===== config.mk =====
export PLATFORM = sky130hd
export DESIGN_NAME = spi_slave_port
export DESIGN_NICKNAME = d
export VERILOG_FILES = /design/src/rtl/spi_slave_port.sv
export SDC_FILE = /design/constraint.sdc
export NUM_CORES = 1
export LEC_CHECK = 0
export CAP_MARGIN = 10
export CORE_UTILIZATION = 57
export DETAILED_ROUTE_END_ITERATION = 6
export PLACE_DENSITY = 0.83
export SETUP_SLACK_MARGIN = 0.5
export SYNTH_ARGS = -nofsm -noshare
export SYNTH_HDL_FRONTEND = slang
export SYNTH_SLANG_ARGS = --single-unit
export TNS_END_PERCENT = 10

===== constraint.sdc =====
create_clock -name clk -period 4.4 [get_ports clk]
set_clock_uncertainty 0.1 [all_clocks]
set_input_delay 0.88 -clock clk [delete_from_list [all_inputs] [get_ports clk]]
set_output_delay 0.88 -clock clk [all_outputs]
set_load 0.005 [all_outputs]

===== src/rtl/spi_slave_port.sv =====
// SPI slave endpoint (mode: MOSI launched on SCLK rise, sampled on fall), LSB first, oversampled in clk.
// Optional define SPI_SLAVE_FRAME_ERROR_EN enables the frameError abort pulse.
module spi_slave_port #(
  parameter int DATA_WIDTH  = 8,
  parameter int SYNC_STAGES = 2
) (
  input  logic                  clk,
  input  logic                  reset,
  input  logic                  SCLK,
  input  logic                  CS,
  input  logic                  MOSI,
  output logic                  MISO,
  input  logic [DATA_WIDTH-1:0] slaveDataToSend,
  input  logic                  load,
  output logic [DATA_WIDTH-1:0] slaveDataReceived,
  output logic                  rxValid,
  output logic                  busy,
  output logic                  frameError,
  output logic [1:0]            dbg_state
);

  localparam int CNT_W = $clog2(DATA_WIDTH + 1);

  typedef enum logic [1:0] {
    IDLE  = 2'd0,
    LOAD  = 2'd1,
    SHIFT = 2'd2
  } state_t;

  state_t state, state_d;

  // Index 0 is the pin side; [SYNC_STAGES-1] is the synchronised value and
  // [SYNC_STAGES] its one-cycle-old copy used for edge detection.
  logic [SYNC_STAGES:0]   sclk_s, cs_s;
  logic [SYNC_STAGES-1:0] mosi_s;

  logic [DATA_WIDTH-1:0] holding, hold_d;
  logic [DATA_WIDTH-1:0] tx_shift, tx_d;
  logic [DATA_WIDTH-1:0] rx_shift, rx_d;
  logic [DATA_WIDTH-1:0] rx_data, rx_data_d;
  logic [CNT_W-1:0]      cnt, cnt_d;
  logic                  miso_q, miso_d;
  logic                  rx_valid_q, rx_valid_d;

  logic sclk_rise, sclk_fall, cs_rise, cs_fall, mosi_bit;

  assign sclk_rise = sclk_s[SYNC_STAGES-1] & ~sclk_s[SYNC_STAGES];
  assign sclk_fall = ~sclk_s[SYNC_STAGES-1] & sclk_s[SYNC_STAGES];
  assign cs_rise   = cs_s[SYNC_STAGES-1] & ~cs_s[SYNC_STAGES];
  assign cs_fall   = ~cs_s[SYNC_STAGES-1] & cs_s[SYNC_STAGES];
  assign mosi_bit  = mosi_s[SYNC_STAGES-1];

  // A load in the same cycle as a (re)load of the tx shifter wins over the old holding value.
  assign hold_d = load ? slaveDataToSend : holding;

`ifdef SPI_SLAVE_FRAME_ERROR_EN
  logic frame_err_q, frame_err_d;
`endif

  always_ff @(posedge clk) begin
    if (reset) begin
      sclk_s     <= '0;
      cs_s       <= '1;
      mosi_s     <= '0;
      state      <= IDLE;
      holding    <= '0;
      tx_shift   <= '0;
      rx_shift   <= '0;
      rx_data    <= '0;
      cnt        <= '0;
      miso_q     <= 1'b0;
      rx_valid_q <= 1'b0;
    end else begin
      sclk_s     <= {sclk_s[SYNC_STAGES-1:0], SCLK};
      cs_s       <= {cs_s[SYNC_STAGES-1:0], CS};
      mosi_s     <= {mosi_s[SYNC_STAGES-2:0], MOSI};
      state      <= state_d;
      holding    <= hold_d;
      tx_shift   <= tx_d;
      rx_shift   <= rx_d;
      rx_data    <= rx_data_d;
      cnt        <= cnt_d;
      miso_q     <= miso_d;
      rx_valid_q <= rx_valid_d;
    end
  end

`ifdef SPI_SLAVE_FRAME_ERROR_EN
  always_ff @(posedge clk) begin
    if (reset) frame_err_q <= 1'b0;
    else       frame_err_q <= frame_err_d;
  end
`endif

  always_comb begin
    state_d    = state;
    tx_d       = tx_shift;
    rx_d       = rx_shift;
    rx_data_d  = rx_data;
    cnt_d      = cnt;
    miso_d     = miso_q;
    rx_valid_d = 1'b0;
`ifdef SPI_SLAVE_FRAME_ERROR_EN
    frame_err_d = 1'b0;
`endif
    case (state)
      IDLE: begin
        miso_d = 1'b0;
        cnt_d  = '0;
        if (cs_fall) state_d = LOAD;
      end
      LOAD: begin
        tx_d    = hold_d;
        cnt_d   = '0;
        miso_d  = hold_d[0];
        state_d = SHIFT;
        if (cs_rise) begin
          miso_d  = 1'b0;
          state_d = IDLE;
        end
      end
      SHIFT: begin
        // CS release takes priority; a coincident SCLK fall is dropped.
        if (cs_rise) begin
          state_d = IDLE;
          cnt_d   = '0;
          rx_d    = '0;
          miso_d  = 1'b0;
`ifdef SPI_SLAVE_FRAME_ERROR_EN
          frame_err_d = (cnt != '0);
`endif
        end else if (sclk_fall) begin
          rx_d = {mosi_bit, rx_shift[DATA_WIDTH-1:1]};
          tx_d = tx_shift >> 1;
          if (cnt == CNT_W'(DATA_WIDTH - 1)) begin
            rx_data_d  = rx_d;
            rx_valid_d = 1'b1;
            cnt_d      = '0;
            tx_d       = hold_d;
          end else begin
            cnt_d = cnt + CNT_W'(1);
          end
        end else if (sclk_rise) begin
          miso_d = tx_shift[0];
        end
      end
      default: state_d = IDLE;
    endcase
  end

  assign MISO              = miso_q;
  assign slaveDataReceived = rx_data;
  assign rxValid           = rx_valid_q;
  assign busy              = (state != IDLE);
  assign dbg_state         = state;

`ifdef SPI_SLAVE_FRAME_ERROR_EN
  assign frameError = frame_err_q;
`else
  assign frameError = 1'b0;
`endif

endmodule

==> results.md, run 1 <==
* Cts hold-fix bufs at 0
* GRT overflow at 0
* Critical Path Source Type: flop
* Antenna violations before repair at 0
* EDFF count, synth at 0
* Int Power at approximately 670 uW
* Slew @ Worst Pin at approximately 0.76 ns
* Iter 0 DRT Violations at 46
* Worst r2r dst: rx_shift[3]
* Design Area, Final at roughly 2300 sq um
* P&R area growth vs syn at 15.5%
* Final core occ at 68.9%
* Final min period at 2.67 ns
* CTS Buffer Depth at 2
* Routing usage on met3 at under 10%
* Die Height at 61.3 um
* Crit end category: output pin
* Placeable Area at approximately 3400 sq um
* Cts bufs inserted at 5
* PD cells at slightly below 400 nW/um^2
* Slew headroom at roughly 49%
* Hold WS at ~0.33 ns
* Leak at ~0.00094 uW
* Final period util at about 61%
* Synth Register Bits at 47
* GRT busiest layer: met2
* WP data arrival at 1.69 ns
* Logic gate share of total power at between 10% and 20%
* Worst Hold Class: reg -> reg
* Drt wl/cell at 13.5 um
* Total clock sinks at 47
* Most frequent cells in the layout: 47 x dfxtp_1, 28 x nor2_1, 26 x clkdlybuf4s50_1, 17 x mux2i_1, 14 x a21oi_1
* Library cells used by synthesis at 38
* Vias per std cell at 5.50
* Final wirelength at ~3700 um
* CTS resizes at 0
* FF+latch area at approximately 940 sq um
* Hold Path Origin: cs_s[0]
* Synthesized cell area at 2010 sq um
* Switching part of the total power at between 20% and 30%
* Post-CTS Setup Repair Bufs at 0
* DR pass1 iterations at 4
* Pin count of the biggest net entering global routing at 46
* Root buf cell: clkbuf_4
* Cell count after synthesis at between 200 and 250
* NetSw at roughly 250 uW
* M1 GR Usage at about 25%
* Fin. Hold Viols at 0
* Reg-to-Reg Start: dbg_state[0]
* R2r worst-path depth at 5
* Core Rows at 21
* Total power at about 920 uW
* Initial Util at between 50% and 60%
* Peak VDD IR at between 200 and 300 uV
* Worst Path Required at between 3 and 4 ns
* Final ANT Viol Nets at 0
* Vias at ~1500
* RSZ-0062 raised after global routing: no
* Clk Latency, worst-skew pair at around 0.36 ns
* Number of port buffers at 26
* Crit Path Class: reg -> out
* Worst-path clk slew at between 0.1 and 0.15 ns
* Antenna diodes at 0
* Clock power share at 30.1%
* Multi-input gate area at approximately 950 sq um
* Async SR Flop Fraction at 0%
* GRT Total Usage at about a fifth
* Final setup TNS at 0 ns
* Fin nets at between 200 and 250
* Max Freq at around 0.37 GHz
* H-tree Lvls at 2
* Cell depth of the worst hold path at 1
* Global placement routability congestion at about 0.77
* Worst Path Max Fanout at 4
* Sequential fraction of the synthesis area at 46.9%
* DRC viols at 0
* Ys flop type: dfxtp_1
* Syn nets at 227
* Fill cells at approximately 290
* Die Wd at approximately 60 um
* Max cap viols at 0
* M2 GR Usage at between 30% and 40%
* Max-slew violation count at 0
* Via count of the first global-routing pass at between 1000 and 1500
* Setup-failing EPs final at 0
* Leading cell type in the layout, fill and taps excluded: dfxtp_1
* DP Area at 2230 sq um
* Die area at around 3800 sq um
* First-pass GRT wire length at slightly below 6000 um
* Mean Syn Cell Area at approximately 9.7 sq um
* Status: finished clean
* DP HPWL at 2550 um
* Reg2reg setup slack at ~2.2 ns
* Layout cells sized above 1 at approximately 10%
* Register share of total power at between 50% and 60%
* IO Count at 28
* Yosys warns at 0
* CTS tree: built
* Hold Path End: cs_s[1]
[worst max-delay path, stage by stage, from the launching register on]
cell	delay [ns]
dfxtp_1	0.42
inv_1	0.12
ha_1	0.25
inv_1	0.06
clkdlybuf4s50_1	0.49
[layout make-up]
| cell class | instances | area share, % |
|---|---|---|
| Clock buffer | 6 | 2.21 |
| Clock inverter | 2 | 1.67 |
| Inverter | 4 | 0.648 |
| Multi-Input combinational cell | 140 | 40.8 |
| Sequential cell | 47 | 40.6 |
| Tap cell | 46 | 2.48 |
| Timing Repair Buffer | 27 | 11.6 |
[state kept, by name, summed over array words and instances (netlist names), 2 cells and up]
signal and count:
tx_shift 8, cs_s 3, cnt 4, mosi_s 2, slaveDataReceived 8, rx_shift 7
dbg_state 2, sclk_s 3, holding 8
[worst max path at each step]
stage | slack (ns) | cells past startpoint | from | endpoint
floorplan | 2.50 | 4 | load | MISO
global placement | 1.84 | 6 | reset | MISO
detailed placement | 1.80 | 6 | reset | MISO
CTS | 1.72 | 4 | dbg_state[0] | busy
global route | 1.65 | 4 | dbg_state[0] | busy
finish | 1.73 | 4 | dbg_state[0] | busy
[kinds of logic after synthesis]
| family | count (synthesis) | synth area share [%] |
|---|---|---|
| flip-flops | 47 | 46.9 |
| adder cells (fa/ha/maj) | 6 | 3.74 |
| AND/OR/NAND/NOR | 77 | 21.8 |
| AO/OA/AOI/OAI | 38 | 12.4 |
| multiplexers | 18 | 9.04 |
| other | 1 | 0.187 |
| buffers and inverters | 20 | 5.98 |
[power by group through the flow]
stage	clock network, uW	logic (uW)	registers, uW
final	278	180	464
after floorplan	0	134	470
after global routing	299	198	468
after CTS	283	179	464
after global placement	0	171	471
after detailed placement	0	178	474
[metrics by stage]
stage,instances,setup WS [ns]
floorplan,207,2.50
global placement,264,1.84
detailed placement,264,1.80
CTS,272,1.72
global route,272,1.65
finish,272,1.73
[metal layers]
metal / vias to the layer above / wire length, um / share of wire (%)
li1: 755 / - / -
met1: 703 / 1590 / 43
met2: 30 / 1900 / 52
met3: 7 / 110 / 3.0
met4: 0 / 74 / 2.0
met5: - / 0 / 0
[cells in the mapped netlist (all sizes together) (2+ instances only)]
master  instances  area, sq um
nand3b          2         15.0
mux2i          17          170
dfxtp          47          941
nor2b           8         57.6
a22oi           7         52.6
or3             2         12.5
nand2           7         26.3
nand2b          3         18.8
nor3b          12         95.1
nand3           6         30.0
buf            13         90.1
nand4           3         33.8
inv             4         15.0
a31oi           2         12.5
nor2           28          105
a21oi          14         70.1
ha              6         75.1
a31o            7         61.3
clkbuf          3         15.0
or2             3         18.8
o21ai           4         20.0
Power figures use the tool's default switching activity.
==> inputs of run 2 (changes only) <==
- CORE_UTILIZATION: 57 -> 48
- PLACE_DENSITY: 0.83 -> 0.74
- clock period: 4.4 -> 2.45 ns (I/O delays scaled with it)
==> run 2 against run 1 <==
  * Clock-buffer cell count is the same
  * Via count shrank 0.33%
  * Register-to-register slack worse by 1.5 ns
  * Clock power grew 110%
  * Worst hold slack lost 0.021 ns
  * Cell count rose by 4.0%
==> results.md, run 2 (same netlist as run 1, synthesis figures left out) <==
* GRT Total Usage at 17.5% (-3.8 points)
* FF+latch area at 943 sq um (+0.27%)
* CTS Buffer Depth at 2 (unchanged)
* Pin count of the biggest net entering global routing at 29 (-37%)
* Crit end category: output pin
* RSZ-0062 raised after global routing: no
* Final min period at 1.83 ns
* Crit path max-delay family: buffers and inverters
* Iter 0 DRT Violations at 73 (+59%)
* WL met1 at 1760 um (+11%)
* Peak VDD IR at 489 uV (+89%)
* NetSw at 465 uW (+86%)
* Die Height at 66.7 um (+8.7%)
* Crit-path max cell delay at 0.49 ns (about the same)
* Setup-failing EPs final at 0 (unchanged)
* Global placement routability congestion at 0.735 (-4.1%)
* Clk Latency, worst-skew pair at 0.30 ns (-0.06 ns)
* Leading cell type in the layout, fill and taps excluded: dfxtp_1
* Antenna violations before repair at 0 (unchanged)
* Most frequent cells in the layout: 45 x dfxtp_1, 28 x nor2_1, 25 x clkdlybuf4s50_1, 17 x mux2i_1, 14 x a21oi_1
* Via count of the first global-routing pass at 1297 (-1.4%)
* Worst Hold Class: reg -> reg
* Met2 wire length at 1650 um (-13%)
* Final period util at ~75%
* Int Power at 1320 uW (+96%)
* Max-slew violation count at 0 (unchanged)
* Critical Path Source Type: flop
* Final ANT Viol Nets at 0 (unchanged)
* Cts hold-fix bufs at 0 (unchanged)
* Clock power share at 33.3% (+3.2 points)
* Total power at 1780 uW (+93%)
* Leak at 0.000993 uW (+5.2%)
* Status: finished clean
* First-pass GRT wire length at 5860 um (+1.4%)
* Cell depth of the worst hold path at 1 (unchanged)
* Crit Path Class: reg -> out
* Root buf cell: clkbuf_8
* DP HPWL at 2410 um (-5.5%)
* DR pass1 iterations at 4 (unchanged)
* Drt wl/cell at 12.6 um (-6.9%)
* Met3 WL post-DR at 108 um (-1.8%)
* Final wirelength at 3550 um (-3.1%)
* Core Rows at 23 (+9.5%)
* Worst Path Max Fanout at 3 (-1)
* Final setup TNS at 0 ns (unchanged)
* Number of port buffers at 26 (unchanged)
* Total clock sinks at 47 (unchanged)
* Initial Util at 50.2% (-9.5 points)
* Layout cells sized above 1 at 15.5% (+5.3 points)
* IO Count at 28 (unchanged)
* GRT overflow at 0 (unchanged)
* R2r worst-path depth at 5 (unchanged)
* Die Wd at 66.7 um (+8.7%)
* Vias per std cell at 5.27 (-4.2%)
* Hold Path Origin: cs_s[0]
* Worst path depth at 2 (-2)
* CP startpoint: dbg_state[0]
* Logic gate share of total power at 20.1% (+0.6 points)
* Max Freq at roughly 0.55 GHz
* Placeable Area at 4000 sq um (+19%)
* Worst Path Required at 1.86 ns (-1.56 ns)
* Highest routed metal layer: met4
* Cts bufs inserted at 5 (unchanged)
* Fin. Hold Viols at 0 (unchanged)
* Register share of total power at 46.6% (-3.8 points)
* Worst-path clk slew at 0.08 ns (-0.04 ns)
* DRC viols at 0 (unchanged)
* PD cells at 739 nW/um^2 (+86%)
* Worst Path Buf+Inv at 2 (-1)
* Die area at 4440 sq um (+18%)
* Antenna diodes at 0 (unchanged)
* Fin nets at 252 (+2.9%)
* P&R area growth vs syn at 20.2%
* Fill cells at 351 (+22%)
* CTS tree: built
* CP cell instances: buf_4 -> clkdlybuf4s50_1
* H-tree Lvls at 2 (unchanged)
* Max cap viols at 0 (unchanged)
* Vias at 1490 (-0.33%)
* Reg-to-Reg Start: cnt[0]
* WP data arrival at 1.24 ns (-0.45 ns)
* Switching part of the total power at 26.1% (-1.0 points)
* Multi-input gate area at 951 sq um (+0.53%)
* Crit-path slowest cell: clkdlybuf4s50_1
-- run 2: changes by cell type in the layout (fill, tap and decap cells not counted), sizes merged --
cell	change
dlygate4sd2	+1
buf	+7
clkdlybuf4s50	-1
-- run 2: path summary, 6_finish.rpt --
kind                            slack (ns)              endpoint
worst min-delay path                  0.31               cs_s[1]
worst max register to register        0.64  slaveDataReceived[6]
worst max-delay path                  0.62          dbg_state[0]
worst min register to register        0.31               cs_s[1]
-- run 2: area by class of cell --
cell class | count | share of cell area, %
well taps | 50 | 2.59
repair buffers | 34 | 13.2
multi-input cells | 140 | 39.4
clock buffers | 6 | 3.42
flip-flops and latches | 47 | 39.1
inverters | 4 | 0.622
clock inverters | 2 | 1.61
-- run 2: metrics by stage --
stage / worst slack [ns] / area [sq um] / std cells / util [%] / hold WS, ns
floorplan: 0.848 / 2010 / 207 / - / 0.289
global placement: 0.479 / 2260 / 272 / 56.6 / 0.295
detailed placement: 0.466 / 2260 / 272 / 56.6 / 0.298
CTS: 0.581 / 2410 / 283 / 60.2 / 0.318
global route: 0.507 / 2410 / 283 / 60.3 / 0.329
finish: 0.616 / 2410 / 283 / 60.3 / 0.314
-- run 2: what timing repair did --
action                     4_1_cts  5_1_grt
setup buffers                    3        0
setup endpoints to repair        1        2
gates resized for setup          6        1
pin swaps                        1        0
cloned                           0        0
-- run 2: routing by layer --
metal  up-vias  track usage, %
met3         5            4.28
met1       694            22.7
met5         -               0
li1        765               -
met2        26            27.8
met4         0            6.38
-- run 2: power groups by stage --
stage	Combinational, uW	Sequential (uW)	Clock (uW)
2_1_floorplan	241	845	0
3_3_place_gp	321	849	0
3_5_place_dp	327	850	0
4_1_cts	356	831	602
5_1_grt	394	836	636
6_report	358	831	594
==> inputs of run 3 (changes only) <==
- CORE_UTILIZATION: 48 -> 53
- PLACE_DENSITY: 0.74 -> 0.78
- clock period: 2.45 -> 1.7 ns (I/O delays scaled with it)
==> run 3 against run 2 <==
  * Register-to-register slack worse by 0.53 ns
  * First-iteration DRC count is 53% higher
  * Combinational power is 110% higher
  * Via count rose by 14%
  * Clock-buffer cell count decreased by 1
  * Global-route usage up 7.4 points
  * Design area up 14%
  * Die area decreased by 9.2%
  * Critical path type is now reg -> reg
  * Critical endpoint is now tx_shift[2]
==> results.md, run 3 (same netlist as run 1, synthesis figures left out) <==
* Status: finished clean
* Final ANT Viol Nets at 0 (unchanged)
* Max-slew violation count at 0 (unchanged)
* Worst Hold Class: reg -> reg
* Int Power at 2000 uW (+52%)
* Fin nets at 276 (+9.5%)
* Pre-CTS setup slack at -0.135 ns (-0.601 ns)
* Cell depth of the worst hold path at 1 (unchanged)
* Drt wl/cell at 16.5 um (+31%)
* Leading cell type in the layout, fill and taps excluded: dfxtp_1
* Peak VDD IR at 642 uV (+31%)
* Max cap viols at 0 (unchanged)
* Leak at 0.00120 uW (+21%)
* Crit-path most repeated cell: a31o_4
* Final period util at a little over nine tenths
* Crit end category: flop
* Crit-path slowest cell: dfxtp_4
* Final setup margin at 0.107 ns (-0.509 ns)
* Number of port buffers at 26 (unchanged)
* Final wirelength at 4990 um (+41%)
* Initial Util at 57.9% (+7.7 points)
* Placeable Area at 3470 sq um (-13%)
* Final setup TNS at 0 ns (unchanged)
* R2r worst-path depth at 6 (+1)
* DRC viols at 0 (unchanged)
* Vias per std cell at 5.60 (+6.3%)
* GRT overflow at 0 (unchanged)
* Die Height at 63.5 um (-4.7%)
* WP data arrival at 1.75 ns (+0.51 ns)
* IO Count at 28 (unchanged)
* Clk Latency, worst-skew pair at 0.31 ns (about the same)
* Final core occ at 79.4% (+19 points)
* Setup-failing EPs final at 0 (unchanged)
* Vias at 1696 (+14%)
* Global placement routability congestion at 0.784 (+6.6%)
* Fin. Hold Viols at 0 (unchanged)
* Register share of total power at 43.1% (-3.5 points)
* CTS Buffer Depth at 2 (unchanged)
* Cts hold-fix bufs at 0 (unchanged)
* First-pass GRT wire length at 7620 um (+30%)
* Clock power share at 30.1% (-3.2 points)
* DR pass1 iterations at 4 (unchanged)
* DP HPWL at 2810 um (+17%)
* CP cell instances: buf_6 -> ha_4 -> nor2b_2 -> a31o_4 -> nor3b_2 -> a31o_4
* Worst path depth at 6 (+4)
* Most frequent cells in the layout: 35 x dfxtp_1, 28 x nor2_1, 25 x buf_4, 16 x mux2i_1, 14 x a21oi_1
* Critical Path Source Type: flop
* Fill cells at 219 (-38%)
* Total clock sinks at 47 (unchanged)
* Worst Path Buf+Inv at 1 (-1)
* Slew @ Worst Pin at 0.509 ns
* P&R area growth vs syn at 37.2%
* Die area at 4040 sq um (-9.2%)
* Switching part of the total power at 28.9% (+2.8 points)
* Die Wd at 63.5 um (-4.7%)
* Worst Path Required at 1.86 ns (about the same)
* Worst Path Max Fanout at 8 (+5)
* Slew headroom at between 60 and 70%
* NetSw at 815 uW (+75%)
* RSZ-0062 raised after global routing: yes
* Via count of the first global-routing pass at 1647 (+27%)
* CTS tree: built
* Core Rows at 21 (-8.7%)
* Crit-path max cell delay at 0.37 ns (-0.12 ns)
* Logic gate share of total power at 26.8% (+6.7 points)
* H-tree Lvls at 2 (unchanged)
* Crit path max-delay family: simple AND/OR/NAND/NOR gates
* Iter 0 DRT Violations at 112 (+53%)
* PD cells at 1020 nW/um^2 (+39%)
* Root buf cell: clkbuf_8
* Antenna diodes at 0 (unchanged)
* GRT Total Usage at 24.8% (+7.4 points)
* Max Freq at around 0.63 GHz
* Final min period at 1.59 ns
* Pin count of the biggest net entering global routing at 18 (-38%)
* Layout cells sized above 1 at 34.6% (+19 points)
* Cts bufs inserted at 5 (unchanged)
* Crit Path Class: reg -> reg
* Worst-path clk slew at 0.10 ns (+0.02 ns)
* Antenna violations before repair at 0 (unchanged)
[run 3: cell count changes in the layout (fill, tap and decap cells not counted), moves of 3 or more]
| cell | change |
|---|---|
| dlygate4sd2_1 | +10 |
| clkdlybuf4s50_1 | -12 |
| nor3b_1 | -7 |
| dfxtp_2 | +9 |
| ha_4 | +4 |
| buf_6 | +6 |
| buf_4 | +17 |
| a31o_4 | +3 |
| dfxtp_1 | -10 |
| nor3b_2 | +7 |
[run 3: worst reg2reg max path, stage by stage, from the launching register on]
cell	delay [ns]
dfxtp_4	0.37
buf_6	0.13
ha_4	0.16
nor2b_2	0.17
a31o_4	0.26
nor3b_2	0.24
a31o_4	0.12
[run 3: power groups by stage]
stage / sequential, uW / clock (uW) / combinational, uW
floorplan: 1230 / 0 / 355
global placement: 1220 / 0 / 528
detailed placement: 1230 / 0 / 548
CTS: 1210 / 852 / 638
global route: 1220 / 908 / 814
finish: 1220 / 848 / 754
[run 3: final timing paths]
kind / from / endpoint / slack, ns
setup / recovery: dbg_state[0] / tx_shift[2] / 0.11
hold / removal: cs_s[0] / cs_s[1] / 0.33
setup reg to reg: dbg_state[0] / tx_shift[2] / 0.11
hold reg to reg: cs_s[0] / cs_s[1] / 0.33
[run 3: final cells by class]
| class | count | area, sq um | share of cell area [%] |
|---|---|---|---|
| flip-flops and latches | 47 | 958 | 34.8 |
| clock inverters | 3 | 47.5 | 1.73 |
| multi-input cells | 142 | 1110 | 40.5 |
| repair buffers | 56 | 487 | 17.7 |
| inverters | 4 | 20.0 | 0.727 |
| well taps | 46 | 57.6 | 2.09 |
| clock buffers | 5 | 68.8 | 2.50 |
[run 3: timing repair]
item,4_1_cts,5_1_grt
setup buffers,8,3
pin swaps,3,1
resized for setup,46,17
endpoints found under the setup margin,50,51
gates cloned,1,1
[run 3: routing by layer]
metal	vias up	track usage, %	share of wire, %
met2	53	44.0	52
met5	-	0	0
met4	0	8.52	2.0
met1	812	28.6	42
li1	818	-	-
met3	13	6.34	4.3
[run 3: through the flow]
step | instance area (sq um) | cells | hold WS (ns) | total power (uW)
final | 2750 | 303 | 0.330 | 2820
after global placement | 2380 | 282 | 0.292 | 1750
after CTS | 2650 | 299 | 0.333 | 2700
after global routing | 2750 | 303 | 0.349 | 2940
after floorplan | 2030 | 207 | 0.289 | 1590
after detailed placement | 2380 | 282 | 0.311 | 1780
==> variant 1, RTL diff (flow settings as in run 2) <==
Register the output `slaveDataReceived` once more; this adds one clock of latency there. The other outputs are not delayed to match.
--- a/src/rtl/spi_slave_port.sv
+++ b/src/rtl/spi_slave_port.sv
@@ -149,7 +149,9 @@
   end
 
   assign MISO              = miso_q;
-  assign slaveDataReceived = rx_data;
+  always_ff @(posedge clk) begin
+    slaveDataReceived <= rx_data;
+  end
   assign rxValid           = rx_valid_q;
   assign busy              = (state != IDLE);
   assign dbg_state         = state;
Function: same outputs for any inputs over 10 cycles, from zero or initial values and one cycle with reset high; that may be too few to reach the edited logic, so the function may still have changed.
==> variant 1 against run 2 <==
Synthesized area grew 4.9%; worst setup slack got worse by 0.018 ns; routed wire length increased by 2.4%; design area rose by 4.8%; power up 2.4%; die area rose by 4.8%; sequential power is 16% higher; via count fell by 0.34%; clock power shrank 15%; sequential cell count increased by 8; sequential share of layout area grew 4.5 points; critical path type is now reg -> reg; critical endpoint is now tx_shift[7]; largest cell class is now flip-flops and latches.
==> variant 1: results (changes against run 2) <==
======================================================================
Run status                                                finished clean
Wire length on met2                                           1.721 mm   +4.1%
Crit path arrival time                                         2.00 ns   +0.76 ns
Int Power                                                     1.321 mW   +0.28%
Cell with the largest stage delay on the worst path       sky130_fd_sc_hd__or3b_1
RD Place Congestion                                             0.7505   +2.1%
LEAKAGE                                                       1.033 nW   +4.1%
Sink of the worst hold path                               slaveDataReceived[7]
Critical Path Source                                      dbg_state[1]
Sequential share of power                                        52.7%   +6.1 points
Max rail drop VDD                                          0.0003442 V   -30%
Non-Clock Inverter Count                                             3   -1
CTS clock-pin slew for the worst setup and hold paths          0.10 ns   +0.02 ns
Sequential cell count                                               55   +17%
Global-route met3 utilization                                   5.000%   +0.72 points
Vias in the first global route                                    1340   +3.3%
Delay of the slowest cell on the worst path                    0.38 ns   -0.11 ns
Area of the multi-input gates                                932.1 µm²   -2.0%
Metal3 WL                                                       130 µm   +20%
Count of multi-input gates                                         129   -7.9%
Pin count of the biggest net entering global routing                25   -14%
M2 GR Usage                                                     29.29%   +1.5 points
HP Start                                                    rx_data[7]
Detailed-routing wirelength on met1                           1.742 mm   -0.91%
Kind of cell adding the most delay to the critical path   simple AND/OR/NAND/NOR gates
======================================================================
[variant 1: changes by cell type after synthesis, sizes merged, moves of 4 or more]
| cell | before | now |
|---|---|---|
| a31o | 7 | 0 |
| nor3b | 12 | 6 |
| buf | 13 | 8 |
| nand2 | 7 | 3 |
| a22o | 0 | 7 |
| dfxtp | 47 | 55 |
[variant 1: kinds of logic (layout without fill, tap and decap cells)]
kind of cell    after synthesis  count (layout)  synth area share [%]
mux                          17              17                 8.377
compound gates               38              38                 12.54
simple gates                 67              67                 18.60
flops                        55              55                 52.29
other cells                   1               1                0.1781
buf+inv                      16              46                 4.456
fa+ha+maj                     6               6                 3.565
[variant 1: per-stage QoR]
step	cells	hold WS, ns	util, %	instance area (µm²)
finish	280	0.2551	61.45	2529
global route	280	0.2676	61.45	2529
CTS	280	0.2586	61.23	2520
detailed placement	270	0.2398	58.29	2399
global placement	270	0.2383	58.29	2399
floorplan	200	0.2305	-	2106
==> variant 2, RTL diff (config.mk and constraints of run 2) <==
Made on the original files. Set the parameter `DATA_WIDTH` to 16 (it was 8).
--- a/src/rtl/spi_slave_port.sv
+++ b/src/rtl/spi_slave_port.sv
@@ -1,7 +1,7 @@
 // SPI slave endpoint (mode: MOSI launched on SCLK rise, sampled on fall), LSB first, oversampled in clk.
 // Optional define SPI_SLAVE_FRAME_ERROR_EN enables the frameError abort pulse.
 module spi_slave_port #(
-  parameter int DATA_WIDTH  = 8,
+  parameter int DATA_WIDTH  = 16,
   parameter int SYNC_STAGES = 2
 ) (
   input  logic                  clk,
Ports: changed (resized slaveDataReceived and slaveDataToSend); port bits go from 28 to 44. The function was not compared with the original's and may differ.
==> variant 2 against run 2 <==
Combinational power rose by 34%; design area rose by 58%; power rose by 55%; sequential share of layout area rose by 3.0 points; non-clock buffer count rose by 21; critical path depth rose by 2; synthesized area rose by 57%; sequential cell count rose by 33; register-to-register slack got worse by 0.08 ns; global-route usage rose by 0.65 points; synthesized cell count rose by 45%; worst setup slack got worse by 0.078 ns; count of clock-buffer cells in the layout rose by 4; routed wire length rose by 66%.
==> variant 2: results (changes against run 2) <==
================================================================================
Maximum clock path buffer count                                                2   unchanged
Total length of routed wires                                            5.884 mm   +66%
Max rail drop VDD                                                    0.0003761 V   -23%
Number of diodes added for antenna fixing                                      0   unchanged
Async set-or-reset flop fraction in the synthesized netlist                   0%   unchanged
LEAKAGE                                                                 1.488 nW   +50%
Max-cap viol count                                                             0   unchanged
# fillers                                                                    556   +58%
Number of iterations in the first detailed-routing pass                        4   unchanged
Number of antenna violations at the first check in global routing              0   unchanged
Nets in the synthesized netlist                                              327   +44%
Crit path arrival time                                                   1.32 ns   +0.08 ns
DPL Wire Length                                                         4.018 mm   +67%
Pin count of the biggest net entering global routing                          26   -10%
Portion of the post-synthesis area used by sequential elements            50.75%   +3.9 points
Worst skew pair latency                                                  0.34 ns   +0.04 ns
Violation count after the first detailed-routing iteration                   109   +49%
Wire length of the first global-routing pass                            10.20 mm   +74%
Vias in the first global route                                              2242   +73%
Fraction of final layout cells sized beyond drive strength 1              16.43%   +0.98 points
Global-route usage over all layers                                        18.11%   +0.65 points
Run status                                                          finished clean
# nets final                                                                 371   +47%
RD Place Congestion                                                       0.8124   +11%
CTS clock-pin slew for the worst setup and hold paths                    0.07 ns
H-Tree Depth                                                                   3   +1
Hold/Removal Path Class                                               reg -> reg
Number of library cell types mapped by synthesis                              51   +34%
Count of input and output buffers                                             42   +62%
Routed via count                                                            2304   +55%
Global route overflow                                                          0   unchanged
Most used flip-flop cell after synthesis                            sky130_fd_sc_hd__dfxtp_1
Number of buffers created by CTS                                               9   +4
Most area-consuming cells after synthesis                           sky130_fd_sc_hd__dfxtp_1 (51%), sky130_fd_sc_hd__mux2i_1 (5.1%), sky130_fd_sc_hd__a22o_1 (4.2%)
Warning count from the yosys run                                               0   unchanged
Cell at the root of the clock tree                                  sky130_fd_sc_hd__clkbuf_8
Synth top cells by count                                            sky130_fd_sc_hd__dfxtp_1 (80), sky130_fd_sc_hd__nor2_1 (31), sky130_fd_sc_hd__a22oi_1 (16), sky130_fd_sc_hd__mux2i_1 (16)
CP Max Fanout                                                                  6   +3
Instance area at placement                                              3610 µm²   +60%
================================================================================
variant 2: cell count changes after synthesis, moves of 9 or more:
cell,delta
sky130_fd_sc_hd__dfxtp_1,+33
sky130_fd_sc_hd__a22o_1,+15
sky130_fd_sc_hd__nor3b_1,-10
sky130_fd_sc_hd__a22oi_1,+9
sky130_fd_sc_hd__a32o_1,+12
variant 2: worst max-delay path: stages, from the launching register on:
cell and delay [ns]:
sky130_fd_sc_hd__dfxtp_4 0.36, sky130_fd_sc_hd__inv_1 0.08, sky130_fd_sc_hd__ha_2 0.22, sky130_fd_sc_hd__inv_1 0.06, sky130_fd_sc_hd__dlygate4sd2_1 0.26
variant 2: report_power, final:
group	switching, mW	internal, mW	leakage, nW	total (mW)
registers	0.0263	1.35	0.651	1.38
clock network	0.448	0.457	0.0880	0.904
logic	0.255	0.226	0.749	0.481
total	0.730	2.03	1.49	2.76
variant 2: path summary, 6_finish.rpt:
kind | slack [ns] | startpoint | endpoint | depth (start not counted)
min | 0.31 | cs_s[0] | cs_s[1] | 1
max reg2reg | 0.56 | cnt[1] | tx_shift[13] | 6
min reg2reg | 0.31 | cs_s[0] | cs_s[1] | 1
max | 0.54 | dbg_state[0] | busy | 4
variant 2: layout make-up:
type,instances,area (µm²),share of cell area (%)
well taps,77,96.34,2.524
flip-flops and latches,80,1607,42.08
inverters,4,15.01,0.3933
repair buffers,55,524.3,13.73
clock inverters,4,47.55,1.245
multi-input cells,194,1400,36.68
clock buffers,10,127.6,3.343
variant 2: per-stage QoR:
step / setup WS, ns / std cells / power [mW]
2_1_floorplan: 0.7090 / 300 / 1.748
3_3_place_gp: 0.3930 / 409 / 1.876
3_5_place_dp: 0.3231 / 409 / 1.885
4_1_cts: 0.5070 / 423 / 2.781
5_1_grt: 0.4247 / 424 / 2.905
6_report: 0.5380 / 424 / 2.762
variant 2: cells by family (layout without fill, tap and decap cells):
kind of cell	count (synthesis)	after routing	synth area share [%]
adders and majority gates	5	5	1.983
muxes	19	19	6.146
DFF	80	80	50.75
and+or+nand+nor	102	102	18.44
buffers and inverters	26	73	5.154
other	1	1	0.1188
AOI/OAI and AO/OA	67	67	17.41
variant 2: timing repair:
item                                    in CTS  in global routing
resized for setup                            6                  2
gates cloned                                 0                  0
endpoints found under the setup margin      30                 49
buffers inserted                             0                  1
pin swaps                                    0                  1
variant 2: metal layers:
| layer | wire (µm) | share of wire [%] | up-vias | track usage, % |
|---|---|---|---|---|
| met5 | 0 | 0 | - | 0 |
| met4 | 80 | 1.4 | 0 | 6.740 |
| met3 | 231 | 3.9 | 9 | 4.871 |
| met2 | 2745 | 47 | 42 | 28.99 |
| met1 | 2827 | 48 | 1100 | 23.43 |
| li1 | - | - | 1153 | - |
